## src/rtl/sram_bank_arbiter.sv

```systemverilog
// sram_bank_arbiter: arbitrates one host port and a per-bank compute engine over
// NUM_BANKS single-port SRAM banks. The host has a one-entry holding register.
// The engine keeps priority on the held bank until the host has waited
// STARVE_LIMIT contended cycles. Host reads return data two cycles after the win.
// Optional macro ARB_HOST_PRIORITY_EN: the host always wins the cycle after capture,
// and the wait counter is removed.

// Per-bank SRAM drive register: host winner first, then engine, else idle.
module sram_bank_port #(
    parameter int ADDR_W = 10,
    parameter int DATA_W = 8
) (
    input  logic              clk,
    input  logic              rst_n,
    input  logic              host_sel,
    input  logic              host_we,
    input  logic [ADDR_W-1:0] host_addr,
    input  logic [DATA_W-1:0] host_wdata,
    input  logic              eng_en,
    input  logic              eng_we,
    input  logic [ADDR_W-1:0] eng_addr,
    input  logic [DATA_W-1:0] eng_wdata,
    output logic              mem_ce,
    output logic              mem_we,
    output logic [ADDR_W-1:0] mem_addr,
    output logic [DATA_W-1:0] mem_din
);
    // Register the bank controls; addr/din keep their last value when idle.
    always_ff @(posedge clk or negedge rst_n) begin
        if (!rst_n) begin
            mem_ce   <= 1'b0;
            mem_we   <= 1'b0;
            mem_addr <= '0;
            mem_din  <= '0;
        end else if (host_sel) begin
            mem_ce   <= 1'b1;
            mem_we   <= host_we;
            mem_addr <= host_addr;
            mem_din  <= host_wdata;
        end else if (eng_en) begin
            mem_ce   <= 1'b1;
            mem_we   <= eng_we;
            mem_addr <= eng_addr;
            mem_din  <= eng_wdata;
        end else begin
            mem_ce   <= 1'b0;
            mem_we   <= 1'b0;
        end
    end
endmodule

module sram_bank_arbiter #(
    parameter int NUM_BANKS    = 3,
    parameter int BANK_W       = 2,
    parameter int ADDR_W       = 10,
    parameter int DATA_W       = 8,
    parameter int STARVE_LIMIT = 4
) (
    input  logic                        clk,
    input  logic                        rst_n,
    input  logic                        host_req_valid,
    output logic                        host_req_ready,
    input  logic                        host_req_we,
    input  logic [BANK_W-1:0]           host_req_bank,
    input  logic [ADDR_W-1:0]           host_req_addr,
    input  logic [DATA_W-1:0]           host_req_wdata,
    output logic                        host_rsp_valid,
    output logic [DATA_W-1:0]           host_rsp_rdata,
    output logic                        err_bad_bank,
    input  logic [NUM_BANKS-1:0]        eng_en,
    input  logic [NUM_BANKS-1:0]        eng_we,
    input  logic [NUM_BANKS*ADDR_W-1:0] eng_addr,
    input  logic [NUM_BANKS*DATA_W-1:0] eng_wdata,
    output logic [NUM_BANKS-1:0]        eng_grant,
    output logic [NUM_BANKS*DATA_W-1:0] eng_rdata,
    output logic [NUM_BANKS-1:0]        mem_ce,
    output logic [NUM_BANKS-1:0]        mem_we,
    output logic [NUM_BANKS*ADDR_W-1:0] mem_addr,
    output logic [NUM_BANKS*DATA_W-1:0] mem_din,
    input  logic [NUM_BANKS*DATA_W-1:0] mem_dout
);
    // vld_pipe[0]: read launched to the SRAM, vld_pipe[1]: response register.
    localparam int RD_STAGES = 1;

    logic                 hold_valid;
    logic                 hold_we;
    logic [BANK_W-1:0]    hold_bank;
    logic [ADDR_W-1:0]    hold_addr;
    logic [DATA_W-1:0]    hold_wdata;
    logic                 hold_bad;
    logic                 eng_en_held;
    logic                 host_win;
    logic [NUM_BANKS-1:0] host_sel;
    logic [RD_STAGES:0]   vld_pipe;
    logic [BANK_W-1:0]    rd_bank;
    logic                 rd_bad;
    logic [DATA_W-1:0]    rd_dout;

    assign host_req_ready = ~hold_valid;
    assign hold_bad       = (int'(hold_bank) >= NUM_BANKS);
    assign host_rsp_valid = vld_pipe[RD_STAGES];
    assign eng_rdata      = mem_dout;

    // Engine request on the held bank; an out-of-range bank sees no engine.
    always_comb begin
        eng_en_held = 1'b0;
        for (int k = 0; k < NUM_BANKS; k++)
            if (int'(hold_bank) == k) eng_en_held = eng_en[k];
    end

`ifdef ARB_HOST_PRIORITY_EN
    assign host_win = hold_valid;
`else
    localparam int WAIT_W = $clog2(STARVE_LIMIT + 1);
    logic [WAIT_W-1:0] wait_cnt;

    // A bad bank has eng_en_held=0, so it wins on its first arbitrated cycle.
    assign host_win = hold_valid & (~eng_en_held | (wait_cnt == WAIT_W'(STARVE_LIMIT)));

    // Count contended cycles of the held request, saturating at the limit.
    always_ff @(posedge clk or negedge rst_n) begin
        if (!rst_n)
            wait_cnt <= '0;
        else if (host_win)
            wait_cnt <= '0;
        else if (hold_valid && wait_cnt != WAIT_W'(STARVE_LIMIT))
            wait_cnt <= wait_cnt + WAIT_W'(1);
    end
`endif

    // Steal only the held bank on a host win; all other banks pass through.
    always_comb begin
        host_sel = '0;
        for (int k = 0; k < NUM_BANKS; k++)
            host_sel[k] = host_win & (int'(hold_bank) == k);
        eng_grant = eng_en & ~host_sel;
    end

    // Select the read bank's SRAM output for the response register.
    always_comb begin
        rd_dout = '0;
        for (int k = 0; k < NUM_BANKS; k++)
            if (int'(rd_bank) == k) rd_dout = mem_dout[k*DATA_W +: DATA_W];
    end

    // One-entry holding register; it is empty again the cycle after a win.
    always_ff @(posedge clk or negedge rst_n) begin
        if (!rst_n) begin
            hold_valid <= 1'b0;
            hold_we    <= 1'b0;
            hold_bank  <= '0;
            hold_addr  <= '0;
            hold_wdata <= '0;
        end else if (host_req_valid && host_req_ready) begin
            hold_valid <= 1'b1;
            hold_we    <= host_req_we;
            hold_bank  <= host_req_bank;
            hold_addr  <= host_req_addr;
            hold_wdata <= host_req_wdata;
        end else if (host_win) begin
            hold_valid <= 1'b0;
        end
    end

    // Sticky flag for a host request to a non-existent bank.
    always_ff @(posedge clk or negedge rst_n) begin
        if (!rst_n)
            err_bad_bank <= 1'b0;
        else if (host_win && hold_bad)
            err_bad_bank <= 1'b1;
    end

    // Read pipeline: launch on win, capture mem_dout one cycle later.
    always_ff @(posedge clk or negedge rst_n) begin
        if (!rst_n) begin
            vld_pipe       <= '0;
            rd_bank        <= '0;
            rd_bad         <= 1'b0;
            host_rsp_rdata <= '0;
        end else begin
            vld_pipe <= {vld_pipe[RD_STAGES-1:0], host_win & ~hold_we};
            if (host_win && !hold_we) begin
                rd_bank <= hold_bank;
                rd_bad  <= hold_bad;
            end
            if (vld_pipe[0])
                host_rsp_rdata <= rd_bad ? '0 : rd_dout;
        end
    end

    for (genvar k = 0; k < NUM_BANKS; k++) begin : g_bank
        sram_bank_port #(
            .ADDR_W (ADDR_W),
            .DATA_W (DATA_W)
        ) u_port (
            .clk        (clk),
            .rst_n      (rst_n),
            .host_sel   (host_sel[k]),
            .host_we    (hold_we),
            .host_addr  (hold_addr),
            .host_wdata (hold_wdata),
            .eng_en     (eng_en[k]),
            .eng_we     (eng_we[k]),
            .eng_addr   (eng_addr[k*ADDR_W +: ADDR_W]),
            .eng_wdata  (eng_wdata[k*DATA_W +: DATA_W]),
            .mem_ce     (mem_ce[k]),
            .mem_we     (mem_we[k]),
            .mem_addr   (mem_addr[k*ADDR_W +: ADDR_W]),
            .mem_din    (mem_din[k*DATA_W +: DATA_W])
        );
    end
endmodule

```

## config.mk

```make
export PLATFORM = sky130hd
export DESIGN_NAME = sram_bank_arbiter
export DESIGN_NICKNAME = d
export VERILOG_FILES = /design/src/rtl/sram_bank_arbiter.sv
export SDC_FILE = /design/constraint.sdc
export NUM_CORES = 1
export LEC_CHECK = 0
export CAP_MARGIN = 15
export CORE_MARGIN = 4
export CORE_UTILIZATION = 30
export DETAILED_ROUTE_END_ITERATION = 12
export GPL_TIMING_DRIVEN = 1
export PLACE_DENSITY = 0.67
export SYNTH_ARGS = -nofsm -noshare
export SYNTH_HDL_FRONTEND = slang
export SYNTH_HIERARCHICAL = 1
export SYNTH_SLANG_ARGS = --single-unit
```

## constraint.sdc

```tcl
create_clock -name clk -period 3.9 [get_ports clk]
set_input_delay 0.78 -clock clk [delete_from_list [all_inputs] [get_ports clk]]
set_output_delay 0.78 -clock clk [all_outputs]
set_load 0.03 [all_outputs]
```

-- Word level (Yosys, flattened, before mapping)
Index checks and enable logic that the tools add are counted.
- register bits: 99
- bits of input ports: 108
- output and inout port bits: 98
- add/subtract/negate cells: 1
- muxes and demuxes: 35
- bitwise operators: 11
- equality and inequality tests: 6
- order comparisons: 1
- reductions and logical operators: 12
- operators with widths (cell ; number):
    2-to-1 mux 8 bit ; 10
    2-to-1 mux 10 bit ; 6
    2-to-1 mux 1 bit ; 17
    nonzero test 2 bit ; 5
    equality test 2 bit, second input constant ; 4
    2-to-1 mux 3 bit ; 2
    bitwise AND 1 bit ; 5
    logical AND 1 bit ; 4
    logical NOT 2 bit ; 2
    adder 3 x 1 -> 3 bit, second input constant ; 1
    bitwise AND 3 bit ; 1
    equality test 3 bit, second input constant ; 1
    != test 3 bit, second input constant ; 1
    inverter 1 bit ; 3
    inverter 3 bit ; 1
    greater-or-equal comparator 2 bit, second input constant ; 1
    logical NOT 1 bit ; 1
    OR 1 bit ; 1

-- Depth between registers and ports, before layout
- depth after elaboration: 10
- depth in mapped cells: 10

-- Cells and area by module
Netlist, hierarchy kept.
- modules (own cells, without submodules) (module ; cells an instance ; area each (µm²) ; seq. area each (µm²) ; instances):
    sram_bank_port ; 84 ; 902.1 ; 500.5 ; 3
    sram_bank_arbiter ; 175 ; 1959.4 ; 975.9 ; 1

-- Worst setup path after synthesis
OpenSTA, ideal clock, no wires.
- path kind: input to output
- from: input eng_en[2]
- to: output eng_grant[1]
- required time: 3120 ps
- cell stages on the path: 3
- arrival: 1614 ps
- path slack: 1506 ps
- buffers on the path: 0
- path through: and2b_1 > o21ai_4 > a41oi_1
- longest elaborated chain between the ends: 7
- ends and longest elaborated chain (element ; RTL line ; RTL):
    start, declared ; 70 ; input logic [NUM_BANKS-1:0] eng_en,
    2-to-1 mux 1 bit ; 108 ; if (int'(hold_bank) == k) eng_en_held = eng_en[k];
    inverter 1 bit ; 118 ; assign host_win = hold_valid & (~eng_en_held | (wait_cnt == WAIT_W'(STARVE_LIMIT)));
    OR 1 bit ; 118 ;
    bitwise AND 1 bit ; 118 ;
    bitwise AND 1 bit ; 135 ; host_sel[k] = host_win & (int'(hold_bank) == k);
    inverter 3 bit ; 136 ; eng_grant = eng_en & ~host_sel;
    bitwise AND 3 bit ; 136 ;
    end, declared ; 74 ; output logic [NUM_BANKS-1:0] eng_grant,
No other way between the ends.

-- Final worst setup path
- from: input eng_en[2]
- to: output eng_grant[2]
- longest elaborated chain between the ends: 7
- ends and longest elaborated chain (element ; RTL line ; RTL):
    2-to-1 mux 1 bit ; 108 ;
    inverter 1 bit ; 118 ;
    OR 1 bit ; 118 ;
    bitwise AND 1 bit ; 118 ;
    bitwise AND 1 bit ; 135 ;
    via host_sel[2] ; 93 ; logic [NUM_BANKS-1:0] host_sel;
    inverter 3 bit ; 136 ;
    bitwise AND 3 bit ; 136 ;
The timed path passes the listed nets, and every way through them passes these cells.

==> reports/qor.yml <==
cts:
  htreeDepth: 3
  cts_root_buffer: "clkbuf_16"
  cts_setup_buffers: 0
  ctsResizeCount: 0
  clock_sinks: 99
  clk_path_buf_depth: 2
  cts_hold_buf: 0
  worstSkewPairLatency_ps: 340
  cts-buffers-inserted: 9
  clk_pin_slew_ps: 60
  cts_tree: "built"
placed_design:
  finalWeightedCongestion: 0.811
  portBuffers: 205
  dpl.hpwl_mm: 10.3
power:
  power_density_nw_per_um2: 742
  p_sw_mw: 2.13
  power_frac_comb_pct: 45.8
  finalPower_mw: 5.17
  p_sw_share_pct: 41.1
  p_clk_share_pct: 17.1
  ir_drop_uv: 425
  pwr-share-seq_pct: 37.0
  leakagePower_nw: 2.95
  power.internal_mw: 3.05
worst_setup_path:
  required_ps: 3120
  critPathCaptureType: "output port"
  worstReg2RegEnd: "g_bank[0].u_port/mem_din[5]"
  crit_type: "in2out"
  rr_worst_depth: 7
  arrival_ps: 2380
  r2r_setup_slack_ps: 1690
  start_kind: "primary input"
  cp_max_fo: 4
  r2r_start: "hold_bank[0]"
synth:
  yosysTopAreaCell: "dfrtp_1"
  syn_inst: 427
  muxShareOfSynthArea_pct: 18.4
  synth-compound-area-share_pct: 11.2
  ys.flop_type: "dfrtp_1"
  synth_simple_gate_area_share_pct: 7.80
  synth_top_area_share_pct: 53.1
  synthArstFlopShare_pct: 100
  synthTopCellsByArea: "dfrtp_1 (53%), mux2i_1 (13%), o21ai_1 (6.1%)"
  syn_avg_cell_area_um2: 10.9
  synth_xor_area_share_pct: 0
  synth_edf_count: 0
  synthAdderAreaFrac_pct: 0.536
  synthDistinctLibCells: 35
  yosys_warnings: 6
  synth_top_family_by_area: "multiplexers"
  syn_area_um2: 4670
  ys_seq_elements: 99
  yosysSeqAreaShare_pct: 53.1
  syn_nets: 537
hold_path:
  hold_depth: 1
  hp-class: "reg2reg"
  hold_path_end: "err_bad_bank"
  hp-start: "err_bad_bank"
routing:
  drt_wl_total_mm: 13.2
  drtAntennaViolNets: 0
  vias: 3756
  drt_iter0_markers: 119
  detail_route.wl_per_cell_um: 16.6
  drc: 0
  vias_per_cell: 4.73
  drtPass1Iterations: 4
final_layout:
  final_nets: 711
  drive_above_1_share_pct: 9.90
  area.growth.synth_to_final_pct: 49.5
  antennaDiodeCount: 0
global_routing:
  antenna_found_initial: 0
  met2_usage_pct: 25.7
  met1_usage_pct: 19.0
  grt.total_usage_pct: 15.3
  grt_pass1_wl_mm: 21.6
  busiest_layer: "met2"
  grt_max_degree: 68
  globalRoute.totalOverflow: 0
  grt_util_met3_pct: 3.99
  grt_pass1_vias: 4029
timing:
  slew_violations: 0
  max_slew.worst_pin.slew_ps: 850
  finClkSkew_ps: 8.57
  hold_viol_final: 0
  min_period_over_period_pct: 81.1
  rsz0062_at_grt: "no"
  setup_viol: 0
  relSlewSlack_pct: 43.3
  fin_tns_setup_ps: 0
  post-route-min-period_ps: 3160
  fmax_mhz: 316
floorplan:
  fp.dieArea_um2: 17600
  die_w_um: 133
  pin_count: 206
  rows: 45
  start_util_pct: 30.7
  core-area_um2: 15200
  die_h_um: 133
outcome:
  status: "completed"
job:
  max_cap_violations: 0
[worst max-delay path, stage by stage]
cell             delay (ps)
clkdlybuf4s50_1         540
a2111oi_4               360
nor2b_1                  80
clkdlybuf4s50_1         610
[power by group through the flow]
| stage | registers, mW | logic (mW) | clock network [mW] |
|---|---|---|---|
| 6_report | 1.92 | 2.37 | 0.886 |
| 5_1_grt | 1.99 | 2.54 | 0.954 |
| 4_1_cts | 1.93 | 2.40 | 0.915 |
| 3_5_place_dp | 1.93 | 2.39 | 0 |
| 3_3_place_gp | 1.92 | 2.36 | 0 |
| 2_1_floorplan | 2.36 | 0.896 | 0 |
[logic make-up after synthesis]
kind of cell | after synthesis
flip-flops | 99
buffers and inverters | 66
multiplexers | 83
AND/OR/NAND/NOR | 89
adder cells (fa/ha/maj) | 2
AO/OA/AOI/OAI | 88
[Yosys cell counts (2+ instances only)]
cell type,n
a21o_1,2
a21oi_1,8
a32o_1,2
buf_1,2
buf_2,4
buf_4,32
buf_6,6
clkbuf_1,8
dfrtp_1,99
ha_1,2
inv_1,13
mux2_2,20
mux2i_1,62
nand2_1,66
nor2_1,11
nor2b_1,4
nor4_1,2
o21ai_1,57
o22ai_1,8
o31ai_1,2
or2_2,3
[final cells by class]
type | count | area [um2]
fillers | 1410 | 8230
flip-flops and latches | 99 | 2480
repair buffers | 215 | 2120
multi-input cells | 262 | 1790
clock buffers | 12 | 246
well taps | 188 | 235
inverters | 14 | 52.6
clock inverters | 4 | 48.8
[routing by layer]
layer,up-vias,share of wire [%]
li1,1795,-
met1,1791,42
met2,145,49
met3,25,6.5
met4,0,2.2
met5,-,0
[per-stage QoR]
step	util, %	hold WS, ps	worst slack [ps]	instance area [um2]	cells
3_3_place_gp	43.9	467	695	6680	778
2_1_floorplan	-	352	1510	4670	427
5_1_grt	45.9	515	674	6970	794
4_1_cts	45.9	483	692	6970	794
3_5_place_dp	43.9	469	701	6680	778
6_report	45.9	477	737	6970	794
[how the worst max path moves through the flow]
stage          startpoint      endpoint  cells past startpoint
2_1_floorplan   eng_en[2]  eng_grant[1]                      3
3_3_place_gp    eng_en[2]  eng_grant[2]                      4
3_5_place_dp    eng_en[2]  eng_grant[2]                      4
4_1_cts         eng_en[2]  eng_grant[2]                      4
5_1_grt         eng_en[2]  eng_grant[2]                      4
6_report        eng_en[2]  eng_grant[2]                      4
[flip-flops by register name (all words and copies together) (netlist names), 3 cells and up]
signal and count:
wait_cnt 3, hold_wdata 8, g_bank.u_port/mem_din 24, g_bank.u_port/mem_ce 3
g_bank.u_port/mem_we 3, host_rsp_rdata 8, g_bank.u_port/mem_addr 30, hold_addr 10
[cells in the final DEF (no fill, tap or decap), types with 8 or more instances in the layout]
cell type	Yosys	layout
clkbuf_16	0	9
inv_1	13	13
nand2_1	66	66
buf_4	32	13
dfrtp_1	99	99
nor2_1	11	10
mux2i_1	62	62
o21ai_1	57	57
clkdlybuf4s50_1	0	202
a21oi_1	8	8
mux2_2	20	20
o22ai_1	8	8
(Power assumes the default switching activity.)
